<file path="src/rtl/float_split.sv">
// float_split: unpacks {sign, exp field, fraction} into sign / signed biased exponent / mantissa
//   with an explicit hidden bit. Subnormals are normalised one bit per cycle so that
//   man[MAN_WIDTH] is always set for nonzero values.
// Latency: 1 cycle from accept to out_valid for zero/normal/inf/nan; 1 + (1 + leading zeros of
//   the fraction) cycles for subnormals.
// Backpressure: the result is held stable while out_valid && !out_ready. in_ready is low while
//   normalising, and also while a result is held and not yet taken. A new input is accepted in
//   the same cycle the held result is taken, giving one result per cycle for non-subnormals.
// Ports:
//   clk, reset                 clock; synchronous active-high reset
//   in_valid/in_ready/in       packed float input handshake
//   out_valid/out_ready        result handshake
//   sign, exp, man             unpacked fields; man = {2'b00, hidden, fraction}
//   is_zero, is_inf, is_nan    mutually exclusive classification flags
module float_split #(
  parameter int EXP_WIDTH = 8,
  parameter int MAN_WIDTH = 23,
  localparam int FLOAT_WIDTH = 1 + EXP_WIDTH + MAN_WIDTH
) (
  input  logic                   clk,
  input  logic                   reset,
  input  logic                   in_valid,
  output logic                   in_ready,
  input  logic [FLOAT_WIDTH-1:0] in,
  output logic                   out_valid,
  input  logic                   out_ready,
  output logic                   sign,
  output logic [EXP_WIDTH+1:0]   exp,
  output logic [MAN_WIDTH+2:0]   man,
  output logic                   is_zero,
  output logic                   is_inf,
  output logic                   is_nan
);

  typedef enum logic [1:0] {IDLE, NORM, DONE} state_t;

  localparam logic [EXP_WIDTH+1:0] EXP_ONE = {{(EXP_WIDTH+1){1'b0}}, 1'b1};

  state_t                 state_q, state_d;
  logic                   sign_q, sign_d;
  logic [EXP_WIDTH+1:0]   exp_q, exp_d;
  logic [MAN_WIDTH+2:0]   man_q, man_d;
  logic                   is_zero_q, is_zero_d;
  logic                   is_inf_q, is_inf_d;
  logic                   is_nan_q, is_nan_d;

  logic [EXP_WIDTH-1:0]   e_fld;
  logic [MAN_WIDTH-1:0]   f_fld;
  logic                   accept;

  assign e_fld     = in[FLOAT_WIDTH-2 -: EXP_WIDTH];
  assign f_fld     = in[MAN_WIDTH-1:0];
  assign in_ready  = (state_q == IDLE) || ((state_q == DONE) && out_ready);
  assign accept    = in_valid && in_ready;
  assign out_valid = (state_q == DONE);

  always_comb begin
    state_d   = state_q;
    sign_d    = sign_q;
    exp_d     = exp_q;
    man_d     = man_q;
    is_zero_d = is_zero_q;
    is_inf_d  = is_inf_q;
    is_nan_d  = is_nan_q;

    case (state_q)
      IDLE, DONE: begin
        if (accept) begin
          sign_d    = in[FLOAT_WIDTH-1];
          is_zero_d = 1'b0;
          is_inf_d  = 1'b0;
          is_nan_d  = 1'b0;
          state_d   = DONE;
          if ((e_fld == '0) && (f_fld == '0)) begin
            exp_d     = '0;
            man_d     = '0;
            is_zero_d = 1'b1;
          end else if (e_fld != '0) begin
            // Normal, inf and nan all carry the hidden bit and the raw exponent field.
            exp_d    = {2'b00, e_fld};
            man_d    = {2'b00, 1'b1, f_fld};
            is_inf_d = (&e_fld) && (f_fld == '0);
            is_nan_d = (&e_fld) && (f_fld != '0);
          end else begin
            // Subnormal: true exponent is 1 with no hidden bit; shift until the hidden
            // position fills, decrementing the exponent once per shift.
            exp_d   = EXP_ONE;
            man_d   = {2'b00, 1'b0, f_fld};
            state_d = NORM;
          end
        end else if (state_q == DONE && out_ready) begin
          state_d = IDLE;
        end
      end
      NORM: begin
        man_d = man_q << 1;
        exp_d = exp_q - EXP_ONE;
        if (man_d[MAN_WIDTH]) begin
          state_d = DONE;
        end
      end
      default: state_d = IDLE;
    endcase
  end

  always_ff @(posedge clk) begin
    if (reset) begin
      state_q   <= IDLE;
      sign_q    <= 1'b0;
      exp_q     <= '0;
      man_q     <= '0;
      is_zero_q <= 1'b0;
      is_inf_q  <= 1'b0;
      is_nan_q  <= 1'b0;
    end else begin
      state_q   <= state_d;
      sign_q    <= sign_d;
      exp_q     <= exp_d;
      man_q     <= man_d;
      is_zero_q <= is_zero_d;
      is_inf_q  <= is_inf_d;
      is_nan_q  <= is_nan_d;
    end
  end

  assign sign    = sign_q;
  assign exp     = exp_q;
  assign man     = man_q;
  assign is_zero = is_zero_q;
  assign is_inf  = is_inf_q;
  assign is_nan  = is_nan_q;

endmodule

</file>
<file path="config.mk">
export PLATFORM = sky130hd
export DESIGN_NAME = float_split
export DESIGN_NICKNAME = d
export VERILOG_FILES = /design/src/rtl/float_split.sv
export SDC_FILE = /design/constraint.sdc
export NUM_CORES = 1
export LEC_CHECK = 0
export ABC_AREA = 1
export BUFFER_PORTS_ARGS = -buffer_cell sky130_fd_sc_hd__buf_4
export CORE_ASPECT_RATIO = 1.1
export CORE_MARGIN = 4
export CORE_UTILIZATION = 49
export DETAILED_ROUTE_END_ITERATION = 16
export GPL_TIMING_DRIVEN = 0
export PLACE_DENSITY_LB_ADDON = 0.08
export SLEW_MARGIN = 20
export SYNTH_ARGS = -nofsm -noshare
export SYNTH_HDL_FRONTEND = slang
export SYNTH_SLANG_ARGS = --single-unit
</file>
<file path="constraint.sdc">
create_clock -name clk -period 1.4 [get_ports clk]
set_input_delay 0.28 -clock clk [delete_from_list [all_inputs] [get_ports clk]]
set_output_delay 0.28 -clock clk [all_outputs]
set_load 0.1 [all_outputs]
</file>
==> impl_metrics.tcl <==
set metrics [dict create \
    reg2reg_to "exp[8]" \
    final_core_utilization_pct 72.9 \
    drcViolationCount 0 \
    worst_skew_pair.late_latency_ps 300 \
    dp_hpwl_microns 4520 \
    drt-total-wl_microns 5950 \
    worst_path_most_repeated_cell "nor2_4" \
    slew_viol_final 0 \
    grt_remaining_overflow 0 \
    worstMarginPinSlew_ps 516 \
    yosys-top-cells-count "nand2_1, dfxtp_1, nor2_1, nand3_1, a31oi_1" \
    fp.dieW_microns 70.6 \
    cp-startpoint "state_q[1]" \
    crit_type "flip-flop to output port" \
    wl_per_cell_microns 13.3 \
    cp_cell_sequence "inv_4, nor2_4, nor2_4, buf_12" \
    instances_no_fill 448 \
    combinationalPowerShare_pct 30.3 \
    rrSetupSlack_ps 110 \
    clockPowerShare_pct 29.1 \
    startpoint_type "flip-flop" \
    synth_area_leader_cell "dfxtp_1" \
    fin_crit_sh_pct 94.3 \
    cts_buffer_depth 2 \
    syn_to_final_growth_pct 39.8 \
    cp-end-kind "output port" \
    die_h_microns 76.9 \
    core_region_area_sq_um 4050 \
    synth_area_sq_um 2110 \
    p_int_mw 2.06 \
    fin_tns_setup_ps 0 \
    fin_worst_skew_ps 7.79 \
    rr_startpoint "exp[0]" \
    grt_usage_pct 22.3 \
    r2r_cells 10 \
    vdd_drop_max_v 0.000640 \
    drive_gt1_share_pct 32.3 \
    synth.distinct_cells 27 \
    synth_flop_cell "dfxtp_1" \
    syn_avg_cell_area_sq_um 6.80 \
    synth-edff-count 0 \
    clk_pin_slew_ps 80 \
    postLayoutSetupSlackWorst_ps 79.4 \
    dp_slack_ps -49.5 \
    num_vias 2334 \
    required_ps 1120 \
    crit_path_end "in_ready" \
    cpPeakStageDelay_ps 340 \
    cts.sinks 42 \
    place_area_sq_um 2790 \
    dr.pass1.iters 4 \
    grt_setup_unrepaired "true" \
    synth_warnings 0 \
    antenna_cells 0 \
    cts_root_buf "clkbuf_8" \
    ant_nets 0 \
    yosysMostFrequentCell "nand2_1" \
    period_minus_slack_ps 1320 \
    synthArstFlopShare_pct 0 \
    antenna_found_initial 0 \
    cts_buffers 5 \
    cp_slowest_cell "dfxtp_2" \
    power.leakage_nw 1.29 \
    routabilityCongestion 0.902 \
    tritoncts "yes" \
    die-area_sq_um 5430 \
    synth_area_leaders "dfxtp_1, nand2_1, nand3_1" \
    drv_cap 0 \
    rows 24 \
    synth_top_area_share_pct 39.8 \
    p_sw_mw 1.20 \
    hold_path.class "input port to flip-flop" \
    setup_viol 0 \
    syn_nets 348 \
    htreeDepth 2 \
    synth-seq-area-share_pct 39.8 \
    status "finished clean" \
    nNetsFinal 432 \
    io_pins 78 \
    slew_headroom_pct 65.6 \
    max_freq_mhz 757 \
    fin_area_sq_um 2960 \
    start_util_pct 52.2 \
    p_sw_share_pct 36.8 \
    dp.cells 440 \
    port_buffers 77 \
    fillerInstances 370 \
    powerDensity_nw_per_um2 1100 \
    path_max_fanout 3 \
    grt_max_degree 14 \
    via_per_inst 5.21 \
    grt_pass1_vias 2227 \
    grt_pass1_wl_microns 9950 \
    p_seq_share_pct 40.6 \
    drt_iter0_drc 163 \
    ys_seq_elements 42 \
    hold_viol 0 \
    synth_cells 311 \
    cp.arrival_ps 1040 \
    holdBufCountCts 0 \
]
## critical path: cells and delay by family, from the launching register on
| family | cells | cell delay [ps] |
|---|---|---|
| DFF | 1 | 340 |
| buffers and inverters | 2 | 270 |
| and+or+nand+nor | 2 | 140 |
## cell families after synthesis
group / Yosys count / share of synthesized area, %
flip-flops: 42 / 39.8
AO/OA/AOI/OAI: 49 / 13.6
AND/OR/NAND/NOR: 180 / 36.2
buffers and inverters: 39 / 9.88
adder cells (fa/ha/maj): 1 / 0.592
## stage by stage
step | hold WS (ps) | power [mW]
4_1_cts | 241 | 3.25
6_report | 249 | 3.26
5_1_grt | 228 | 3.39
2_1_floorplan | 420 | 2.05
3_3_place_gp | 451 | 2.30
3_5_place_dp | 457 | 2.31
## power by group through the flow
stage / clock, mW / combinational (mW) / sequential, mW
2_1_floorplan: 0 / 0.276 / 1.77
3_3_place_gp: 0 / 0.957 / 1.34
3_5_place_dp: 0 / 0.966 / 1.34
4_1_cts: 0.954 / 0.974 / 1.32
5_1_grt: 1.02 / 1.04 / 1.33
6_report: 0.949 / 0.986 / 1.32
## flip-flops by register name, summed over array words and instances (netlist names)
signal / cells
man: 26
exp: 10
is_inf: 1
is_nan: 1
state_q: 2
is_zero: 1
sign: 1
## worst min path at each step
stage | from | end | cells after the start
floorplan | in[0] | man[0] | 2
global placement | sign | sign | 2
detailed placement | is_nan | is_nan | 2
CTS | in[31] | sign | 3
global route | in[31] | sign | 3
finish | in[31] | sign | 3
## layer usage
layer  share of wire [%]  GRT usage (%)  up-vias
met5                   0              0        -
met4                 1.2           7.33        0
met3                 8.1           7.32        7
li1                    -              -     1190
met1                  42           26.9     1065
met2                  49           37.3       72
## layout by cell type (no fill, tap or decap), types with 5 or more instances in the layout
cell type	instances
dfxtp_2	11
buf_4	78
nor2_1	34
buf_6	5
clkbuf_8	5
a31oi_1	25
a21oi_1	15
inv_1	17
nand4_1	5
dfxtp_1	29
nand3_1	32
nand2_1	98
## cell type report
cell class / count / area (sq um) / share of cell area [%]
Multi-Input combinational cell: 230 / 1110 / 37.6
Timing Repair Buffer: 77 / 594 / 20.1
Buffer: 16 / 118 / 3.98
Sequential cell: 42 / 862 / 29.2
Clock inverter: 3 / 40.0 / 1.35
Inverter: 23 / 96.3 / 3.26
Clock buffer: 5 / 68.8 / 2.33
Tap cell: 52 / 65.1 / 2.20
## timing repair
action | 4_1_cts | 5_1_grt
buffers inserted | 0 | 0
endpoints found under the hold margin | 0 | 0
resized for setup | 6 | 10
setup endpoints to repair | 3 | 31
pin swaps | 0 | 1
(Power assumes the default switching activity.)
